### src/rtl/fetch_ctrl_pkg.sv
// rtl/fetch_ctrl_pkg.sv - shared widths and FSM encodings for the fetch control unit
package fetch_ctrl_pkg;

    localparam int MEM_ADDR_WIDTH = 32;
    localparam int WORD_WIDTH     = 32;
    localparam int REG_ADDR_WIDTH = 5;

    typedef enum logic [1:0] {
        FC_RUN      = 2'd0,
        FC_REDIRECT = 2'd1,
        FC_SQUASH   = 2'd2,
        FC_MEM_WAIT = 2'd3
    } fc_state_t;

endpackage

### src/rtl/fetch_ctrl_if.sv
// rtl/fetch_ctrl_if.sv - control/status bundle between fetch_ctrl and the five-stage datapath
//
// master : fetch_ctrl view (drives stall/flush controls and statistics)
// slave  : datapath view (drives EX/ID/memory status, receives controls)
// Statistics outputs are always present; they read 0 unless
// FETCH_CTRL_STATS_EN is defined when building fetch_ctrl.
interface fetch_ctrl_if
    import fetch_ctrl_pkg::*;
#(
    parameter int addr_width     = MEM_ADDR_WIDTH,
    parameter int reg_addr_width = REG_ADDR_WIDTH
);
    logic                      ex_bch_taken;
    logic [addr_width-1:0]     ex_bch_tgt;
    logic                      ex_is_load;
    logic [reg_addr_width-1:0] ex_rd;
    logic [reg_addr_width-1:0] id_rs1;
    logic [reg_addr_width-1:0] id_rs2;
    logic                      id_rs1_used;
    logic                      id_rs2_used;
    logic                      dmem_busy;

    logic                      pc_en;
    logic                      stall_en;
    logic                      jmp_bch_en;
    logic [addr_width-1:0]     jmp_bch_tgt;
    logic                      ifid_en;
    logic                      idex_bubble;
    logic                      pipe_freeze;

    logic [WORD_WIDTH-1:0]     stat_stall_cyc;
    logic [WORD_WIDTH-1:0]     stat_redirects;

    modport master (
        input  ex_bch_taken, ex_bch_tgt, ex_is_load, ex_rd,
               id_rs1, id_rs2, id_rs1_used, id_rs2_used, dmem_busy,
        output pc_en, stall_en, jmp_bch_en, jmp_bch_tgt,
               ifid_en, idex_bubble, pipe_freeze,
               stat_stall_cyc, stat_redirects
    );

    modport slave (
        output ex_bch_taken, ex_bch_tgt, ex_is_load, ex_rd,
               id_rs1, id_rs2, id_rs1_used, id_rs2_used, dmem_busy,
        input  pc_en, stall_en, jmp_bch_en, jmp_bch_tgt,
               ifid_en, idex_bubble, pipe_freeze,
               stat_stall_cyc, stat_redirects
    );

endinterface

### src/rtl/hazard_detect.sv
// rtl/hazard_detect.sv - combinational load-use hazard compare
//
// Ports:
//   ex_is_load, ex_rd        : load in EX and its destination register
//   id_rs1/2, id_rs1/2_used  : ID source registers and whether each is read
//   lu_hazard                : ID consumes the result of the load in EX
module hazard_detect
    import fetch_ctrl_pkg::*;
#(
    parameter int reg_addr_width = REG_ADDR_WIDTH
) (
    input  logic                      ex_is_load,
    input  logic [reg_addr_width-1:0] ex_rd,
    input  logic [reg_addr_width-1:0] id_rs1,
    input  logic [reg_addr_width-1:0] id_rs2,
    input  logic                      id_rs1_used,
    input  logic                      id_rs2_used,
    output logic                      lu_hazard
);

    // x0 is hard-wired zero, so a load targeting it never creates a dependency.
    assign lu_hazard = ex_is_load && (ex_rd != '0) &&
                       ((id_rs1_used && (id_rs1 == ex_rd)) ||
                        (id_rs2_used && (id_rs2 == ex_rd)));

endmodule

### src/rtl/fetch_ctrl.sv
// rtl/fetch_ctrl.sv - pipeline stall/flush controller for the fetch stage and IF/ID, ID/EX registers
//
// Single owner of stall and flush decisions: sequences branch redirects,
// wrong-path squashing, load-use bubbles and data-memory wait freezes.
// Priority: dmem_busy, then taken branch, then load-use hazard.
//
// Ports:
//   clk  : rising-edge clock
//   rst  : asynchronous active-high reset
//   bus  : fetch_ctrl_if.master (EX/ID/memory status in, pipeline controls out)
//
// Optional build macro FETCH_CTRL_STATS_EN: enables the stall-cycle and
// redirect counters; without it both statistics outputs are tied to 0.
module fetch_ctrl
    import fetch_ctrl_pkg::*;
#(
    parameter int addr_width     = MEM_ADDR_WIDTH,
    parameter int reg_addr_width = REG_ADDR_WIDTH,
    parameter int squash_depth   = 2
) (
    input  logic          clk,
    input  logic          rst,
    fetch_ctrl_if.master  bus
);

    localparam int cnt_w = (squash_depth > 1) ? $clog2(squash_depth) : 1;

    fc_state_t             state_q, state_d;
    fc_state_t             ret_q, ret_d;
    fc_state_t             eff_state;
    logic [addr_width-1:0] tgt_q, tgt_d;
    logic [cnt_w-1:0]      cnt_q, cnt_d;

    logic lu_hazard;
    logic branch_accept;
    logic pc_en_c, stall_en_c, jmp_en_c, ifid_en_c, bubble_c, freeze_c;

    hazard_detect #(
        .reg_addr_width (reg_addr_width)
    ) u_hazard_detect (
        .ex_is_load  (bus.ex_is_load),
        .ex_rd       (bus.ex_rd),
        .id_rs1      (bus.id_rs1),
        .id_rs2      (bus.id_rs2),
        .id_rs1_used (bus.id_rs1_used),
        .id_rs2_used (bus.id_rs2_used),
        .lu_hazard   (lu_hazard)
    );

    // On the cycle memory releases, MEM_WAIT behaves exactly like the saved
    // state, so the resumed slot is not delayed by an extra cycle.
    assign eff_state = (state_q == FC_MEM_WAIT) ? ret_q : state_q;

    always_ff @(posedge clk or posedge rst) begin
        if (rst) begin
            state_q <= FC_RUN;
            ret_q   <= FC_RUN;
            tgt_q   <= '0;
            cnt_q   <= '0;
        end else begin
            state_q <= state_d;
            ret_q   <= ret_d;
            tgt_q   <= tgt_d;
            cnt_q   <= cnt_d;
        end
    end

    always_comb begin
        state_d       = state_q;
        ret_d         = ret_q;
        tgt_d         = tgt_q;
        cnt_d         = cnt_q;
        branch_accept = 1'b0;
        pc_en_c       = 1'b1;
        ifid_en_c     = 1'b1;
        stall_en_c    = 1'b0;
        jmp_en_c      = 1'b0;
        bubble_c      = 1'b0;
        freeze_c      = 1'b0;

        if (bus.dmem_busy) begin
            // Whole pipe holds; a branch presented now is re-presented by EX later.
            pc_en_c   = 1'b0;
            ifid_en_c = 1'b0;
            freeze_c  = 1'b1;
            state_d   = FC_MEM_WAIT;
            if (state_q != FC_MEM_WAIT) begin
                ret_d = state_q;
            end
        end else begin
            state_d = eff_state;
            case (eff_state)
                FC_RUN: begin
                    if (bus.ex_bch_taken) begin
                        branch_accept = 1'b1;
                        tgt_d         = bus.ex_bch_tgt;
                        bubble_c      = 1'b1;
                        state_d       = FC_REDIRECT;
                    end else if (lu_hazard) begin
                        pc_en_c   = 1'b0;
                        ifid_en_c = 1'b0;
                        bubble_c  = 1'b1;
                    end
                end
                FC_REDIRECT: begin
                    jmp_en_c   = 1'b1;
                    stall_en_c = 1'b1;
                    cnt_d      = cnt_w'(squash_depth - 1);
                    state_d    = (squash_depth > 1) ? FC_SQUASH : FC_RUN;
                end
                FC_SQUASH: begin
                    stall_en_c = 1'b1;
                    cnt_d      = (cnt_q != '0) ? cnt_q - cnt_w'(1) : '0;
                    state_d    = (cnt_q <= cnt_w'(1)) ? FC_RUN : FC_SQUASH;
                end
                default: begin
                    state_d = FC_RUN;
                end
            endcase
        end

        // Reset wins immediately, abandoning any redirect in flight.
        if (rst) begin
            branch_accept = 1'b0;
            pc_en_c       = 1'b1;
            ifid_en_c     = 1'b1;
            stall_en_c    = 1'b0;
            jmp_en_c      = 1'b0;
            bubble_c      = 1'b0;
            freeze_c      = 1'b0;
        end
    end

    assign bus.pc_en       = pc_en_c;
    assign bus.ifid_en     = ifid_en_c;
    assign bus.stall_en    = stall_en_c;
    assign bus.jmp_bch_en  = jmp_en_c;
    assign bus.jmp_bch_tgt = tgt_q;
    assign bus.idex_bubble = bubble_c;
    assign bus.pipe_freeze = freeze_c;

`ifdef FETCH_CTRL_STATS_EN
    logic [WORD_WIDTH-1:0] stall_cyc_q;
    logic [WORD_WIDTH-1:0] redirects_q;

    always_ff @(posedge clk or posedge rst) begin
        if (rst) begin
            stall_cyc_q <= '0;
            redirects_q <= '0;
        end else begin
            if (!pc_en_c) begin
                stall_cyc_q <= stall_cyc_q + 1'b1;
            end
            if (branch_accept) begin
                redirects_q <= redirects_q + 1'b1;
            end
        end
    end

    assign bus.stat_stall_cyc = stall_cyc_q;
    assign bus.stat_redirects = redirects_q;
`else
    assign bus.stat_stall_cyc = '0;
    assign bus.stat_redirects = '0;
`endif

endmodule

### src/flat_wrapper.sv
// flat-port wrapper written by rule: the top's interface ports become plain ports
module fetch_ctrl_flat import fetch_ctrl_pkg::*;
#(
    parameter int addr_width     = MEM_ADDR_WIDTH,
    parameter int reg_addr_width = REG_ADDR_WIDTH,
    parameter int squash_depth   = 2
)
  (clk, rst, bus_ex_bch_taken, bus_ex_bch_tgt, bus_ex_is_load, bus_ex_rd, bus_id_rs1, bus_id_rs2, bus_id_rs1_used, bus_id_rs2_used, bus_dmem_busy, bus_pc_en, bus_stall_en, bus_jmp_bch_en, bus_jmp_bch_tgt, bus_ifid_en, bus_idex_bubble, bus_pipe_freeze, bus_stat_stall_cyc, bus_stat_redirects);
  fetch_ctrl_if #(.addr_width(addr_width), .reg_addr_width(reg_addr_width)) bus_i ();
  input  logic clk;
  input  logic rst;
  input wire logic [$bits(bus_i.ex_bch_taken)-1:0] bus_ex_bch_taken;
  input wire logic [$bits(bus_i.ex_bch_tgt)-1:0] bus_ex_bch_tgt;
  input wire logic [$bits(bus_i.ex_is_load)-1:0] bus_ex_is_load;
  input wire logic [$bits(bus_i.ex_rd)-1:0] bus_ex_rd;
  input wire logic [$bits(bus_i.id_rs1)-1:0] bus_id_rs1;
  input wire logic [$bits(bus_i.id_rs2)-1:0] bus_id_rs2;
  input wire logic [$bits(bus_i.id_rs1_used)-1:0] bus_id_rs1_used;
  input wire logic [$bits(bus_i.id_rs2_used)-1:0] bus_id_rs2_used;
  input wire logic [$bits(bus_i.dmem_busy)-1:0] bus_dmem_busy;
  output wire logic [$bits(bus_i.pc_en)-1:0] bus_pc_en;
  output wire logic [$bits(bus_i.stall_en)-1:0] bus_stall_en;
  output wire logic [$bits(bus_i.jmp_bch_en)-1:0] bus_jmp_bch_en;
  output wire logic [$bits(bus_i.jmp_bch_tgt)-1:0] bus_jmp_bch_tgt;
  output wire logic [$bits(bus_i.ifid_en)-1:0] bus_ifid_en;
  output wire logic [$bits(bus_i.idex_bubble)-1:0] bus_idex_bubble;
  output wire logic [$bits(bus_i.pipe_freeze)-1:0] bus_pipe_freeze;
  output wire logic [$bits(bus_i.stat_stall_cyc)-1:0] bus_stat_stall_cyc;
  output wire logic [$bits(bus_i.stat_redirects)-1:0] bus_stat_redirects;
  assign bus_i.ex_bch_taken = bus_ex_bch_taken;
  assign bus_i.ex_bch_tgt = bus_ex_bch_tgt;
  assign bus_i.ex_is_load = bus_ex_is_load;
  assign bus_i.ex_rd = bus_ex_rd;
  assign bus_i.id_rs1 = bus_id_rs1;
  assign bus_i.id_rs2 = bus_id_rs2;
  assign bus_i.id_rs1_used = bus_id_rs1_used;
  assign bus_i.id_rs2_used = bus_id_rs2_used;
  assign bus_i.dmem_busy = bus_dmem_busy;
  assign bus_pc_en = bus_i.pc_en;
  assign bus_stall_en = bus_i.stall_en;
  assign bus_jmp_bch_en = bus_i.jmp_bch_en;
  assign bus_jmp_bch_tgt = bus_i.jmp_bch_tgt;
  assign bus_ifid_en = bus_i.ifid_en;
  assign bus_idex_bubble = bus_i.idex_bubble;
  assign bus_pipe_freeze = bus_i.pipe_freeze;
  assign bus_stat_stall_cyc = bus_i.stat_stall_cyc;
  assign bus_stat_redirects = bus_i.stat_redirects;
  fetch_ctrl #(.addr_width(addr_width), .reg_addr_width(reg_addr_width), .squash_depth(squash_depth)) u_core (.clk(clk), .rst(rst), .bus(bus_i));
endmodule
### config.mk
export PLATFORM = sky130hd
export DESIGN_NAME = fetch_ctrl_flat
export DESIGN_NICKNAME = d
export VERILOG_FILES = /design/src/rtl/fetch_ctrl_pkg.sv /design/src/rtl/fetch_ctrl_if.sv /design/src/rtl/hazard_detect.sv /design/src/rtl/fetch_ctrl.sv /design/src/flat_wrapper.sv
export SDC_FILE = /design/constraint.sdc
export NUM_CORES = 1
export LEC_CHECK = 0
export ABC_AREA = 1
export ABC_CLOCK_PERIOD_IN_PS = 3270
export BUFFER_PORTS_ARGS = -buffer_cell sky130_fd_sc_hd__clkbuf_2
export CORE_UTILIZATION = 45
export CTS_BUF_LIST = sky130_fd_sc_hd__clkbuf_8
export DETAILED_ROUTE_END_ITERATION = 12
export GPL_TIMING_DRIVEN = 0
export PLACE_DENSITY_LB_ADDON = 0.1
export SLEW_MARGIN = 20
export SYNTH_ARGS = -nofsm -noshare
export SYNTH_HDL_FRONTEND = slang
export SYNTH_SLANG_ARGS = --single-unit
### constraint.sdc
create_clock -name clk -period 3.27 [get_ports clk]
set_clock_uncertainty 0.1 [all_clocks]
set_input_delay 0.654 -clock clk [delete_from_list [all_inputs] [get_ports clk]]
set_output_delay 0.654 -clock clk [all_outputs]
set_load 0.1 [all_outputs]
== Word level (Yosys, flattened, before mapping) ==
Cells that the tools add are included.
Storage, ports and cells
  flip-flop bits (word level): 37
  latch bits: 0
  RAM bits: 0
  memory bits (read-only): 0
  output and inout port bits: 102
  memories: 0
Operators by class
  add/sub/neg operators: 1
  multiply operators: 0
  divide/modulo/power cells: 0
  order comparisons: 1
  equal/unequal tests: 6
  shift operators: 0
  multiplexer cells: 25
  bitwise operators: 1
  reductions and logical operators: 12
Operator list (count)
  $mux W1: 19
  $eq A5 B5 Y1: 2
  $mux W2: 4
  $pmux W2 S3: 1
  $reduce_bool A5 Y1: 1
  $eq A2 B2 Y1 const B: 2
  $logic_and A1 B1 Y1: 4
  $reduce_and A2 Y1: 2
  $reduce_and A3 Y1: 1
  $eq A2 B1 Y1 const B: 1
  $logic_not A2 Y1: 1
  $ne A2 B2 Y1 const B: 1
  $pmux W1 S2: 1
  $reduce_bool A2 Y1: 1
  $reduce_or A2 Y1: 1
  $le A1 B1 Y1 const B: 1
  $logic_or A1 B1 Y1: 1
  $not A1 Y1: 1
  $sub A1 B1 Y1 const B: 1

== Depth between registers and ports, before layout ==
  depth in word-level cells: 9
  mapped depth: 10
  depth with buffers taken out: 9

== Cells and area by module ==
From an unflattened synthesis, not the netlist that was laid out.
Second synthesis, totals
  cells, all modules: 298
  area total of the unflattened synthesis: 2412.3 µm²
By module, submodules not included
  fetch_ctrl: times used 1, cells each 244, area an instance 2195.9 µm², sequential area each 900.9 µm²
  hazard_detect: times used 1, cells each 54, area an instance 216.5 µm², sequential area each 0.0 µm²

== Worst setup path after synthesis ==
No wires, ideal clock.
  path kind: input to output
  start: in rst
  end: out bus_idex_bubble
  data arrival time: 3.073 ns
  path slack: -0.557 ns
  cell stages on the path: 3
  buffers on the path: 0
  cell sequence: inv_1 -> nand3_1 -> a21oi_1
On the way
  cells in the longest elaborated chain, start to end: 1
Ends and longest elaborated chain
  start, declared: line flat_wrapper.sv:11  | input logic rst;
  $mux W1: line fetch_ctrl.sv:123  | if (rst) begin
  end, declared: line flat_wrapper.sv:26  | output wire logic [$bits(bus_i.idex_bubble)-1:0] bus_idex_bubble;
No other way between the ends.

== Worst setup path in the final report ==
Same ends and word-level chain as after synthesis.

==> results by group <==
Worst setup path
  – Critical path data arrival time: ~2.1 ns
  – Critical path launch point type: input pin
  – R2R cell count: 6
  – Crit. End Element: output pin
  – Startpoint-to-endpoint class of the critical path: input pin to output pin
  – Maximum fanout encountered on the critical timing path: 37
  – Worst Path Required: 2.52 ns

CTS
  – Number of hold buffers added after cts: 0
  – Setup Fix Bufs, Post-CTS: 0
  – CTS-repair resized insts: 0
  – Buffer type at the clock tree root: clkbuf_8
  – Clock buffers created by TritonCTS: 5
  – Clk_lat worst skew: 0.28 ns
  – Max clock buf depth: 2
  – Number of sinks driven by the clock tree: 36
  – Clock slew at the register clock pins of the worst setup and hold paths: ~0.070 ns
  – TritonCTS clock tree: built
  – # H-tree levels: 2

Route
  – Via count: 1750
  – Detailed router's first-iteration violation count: 53
  – Drt first pass iters: 2
  – Post-route DRC violation count: 0
  – Routed length per placed instance: 9.567 microns
  – DRT Wirelength: 4372 microns
  – Vias per Instance: 3.829
  – Remaining antenna violation count after routing: 0

Logic synthesis
  – Sequential fraction of the synthesis area: 39.17%
  – Number of synthesized flops with an enable pin: 0
  – Area contributors post-synth: dfrtp_1, buf_4, mux2_4, nand2_1, inv_1
  – Syn_area_per_cell: between 10 and 15 sq um
  – Synthesized flop and latch total: 36
  – Number of distinct library cells after synthesis: 19
  – Most area-hungry cell type in the Yosys netlist: dfrtp_1
  – Async S/R FF share, synth: 100.0%
  – Ys Warns: 0
  – Primary FF master, synth: dfrtp_1
  – Number of cells produced by synthesis: 228
  – Top cell types by occurrence after synthesis: buf_4, nand2_1, dfrtp_1
  – Leading cell type by number of instances after synthesis: buf_4
  – Cell area after synthesis: 0.002300 sq mm
  – Post-synth top area share: 39.17%

Final layout
  – Final Net Count: 445
  – Multi-input gate area: 0.001027 sq mm
  – Register Area: ~900 sq um
  – # fillers: between 400 and 500
  – Layout cells sized above 1: 52.05%
  – Diode count: 0
  – Area growth from synthesis to layout: 38.68%

GRT
  – Via count of the first global-routing pass: 1595
  – Global-route wire length before repair: 6486 microns
  – Largest net degree at the start of global routing: 38
  – Gr ovfl total: 0
  – Total GRT Usage: 15.55%
  – Antenna violations before repair: 0

STA
  – Hold Violations, Final: 0
  – Slew @ Worst Pin: roughly 0.75 ns
  – Number of setup violations in the final report: 0
  – Period Utilization, post-route: 88.51%
  – Post-route minimum period: 2.894 ns
  – Final worst slack: 0.3756 ns
  – Setup repair after global routing missed its margin: false
  – Number of pins with negative max-slew slack in the final report: 0
  – Highest Clock Rate: 345.5 MHz
  – Normalized max-slew margin: 50.10%

Run
  – Max-capacitance violation count: 0

Placed design
  – Detailed placement HPWL: 3536 microns
  – Quantity of I/O buffers inserted on ports: 91
  – Routability congestion estimate from global placement: 0.7843
  – Setup WS pre-CTS: 0.3225 ns

Floorplanning
  – Num ports: 156
  – Vert. Die Dim: approximately 73 microns
  – Core box area: 0.004817 sq mm
  – Standard-cell row count: 25
  – Overall die area: 0.005400 sq mm
  – Overall die width: 73.49 microns
  – Initial core utilization: around 48%

Hold path
  – Classification of the worst-slack hold path: flop to flop
  – Hold Path Depth: 1

Outcome
  – Result of the run: finished, final reports clean
==> final timing paths <==
check                                                             from                                      to  slack, ns
worst max-delay path                                               rst                         bus_idex_bubble       0.38
worst min-delay path            u_core.bus.jmp_bch_tgt[29]$_DFFE_PP0P_  u_core.bus.jmp_bch_tgt[29]$_DFFE_PP0P_       0.40
worst max register to register             u_core.state_q[0]$_DFF_PP0_   u_core.bus.jmp_bch_tgt[7]$_DFFE_PP0P_       1.49
worst min register to register  u_core.bus.jmp_bch_tgt[29]$_DFFE_PP0P_  u_core.bus.jmp_bch_tgt[29]$_DFFE_PP0P_       0.40
max in group asynchronous                                          rst             u_core.state_q[1]$_DFF_PP0_       2.16
min in group asynchronous                                          rst   u_core.bus.jmp_bch_tgt[1]$_DFFE_PP0P_       0.44
==> logic make-up after synthesis <==
| group | synth area share (%) |
|---|---|
| buffers and inverters | 26.71 |
| and+or+nand+nor | 10.07 |
| DFF | 39.17 |
| muxes | 20.57 |
| AOI/OAI and AO/OA | 2.231 |
| adders and majority gates | 1.088 |
| other | 0.1631 |
==> worst max-delay path, cell delays in order <==
cell      delay (ns)
clkbuf_2        0.12
inv_2           0.56
nand3_1         0.17
a21oi_2         0.15
clkbuf_2        0.47
==> state kept, by name, summed over array words and instances (netlist names) <==
signal,flops
u_core.state_q,2
u_core.bus.jmp_bch_tgt,32
u_core.ret_q,2
==> per-layer routing <==
metal	GRT usage, %	up-vias	routed length [microns]
met1	17.70	744	1813
met5	0	-	0
met2	25.59	94	1998
met4	6.197	0	59
li1	-	906	-
met3	6.722	6	500
==> placed cells by master, fill, tap and decap left out, types with 2 or more instances in the layout <==
cell	n
conb_1	64
nand3_1	4
clkbuf_8	5
ha_1	2
mux2_4	30
dfrtp_1	36
o21ai_0	2
a21oi_1	3
buf_6	3
inv_1	23
buf_4	65
clkbuf_2	91
nor2_1	12
nand2_1	37
mux2_2	2
==> final cells by class <==
| cell class | instances | share of cell area (%) |
|---|---|---|
| clock inverter | 3 | 1.216 |
| tap | 67 | 2.628 |
| clock buffer | 5 | 2.158 |
| buffer | 68 | 16.36 |
| inverter | 24 | 2.903 |
| timing repair buffer | 91 | 14.28 |
| multi-input combinational | 163 | 32.21 |
| sequential | 36 | 28.25 |
==> through the flow <==
step                      hold slack, ns  area [sq um]  utilization (%)  std cells  setup TNS [ns]
final                             0.4040          3189            66.21        457               0
after detailed placement          0.3927          3082            63.97        449               0
after CTS                         0.4104          3189            66.21        457               0
after global routing              0.4167          3189            66.21        457               0
after global placement            0.3887          3082            63.97        449         -0.1563
after floorplan                   0.3737          2542                -        291               0
Power is left out: the tool's default activity adds up to more than one toggle a clock period on the data nets, which glitch-free logic cannot reach.
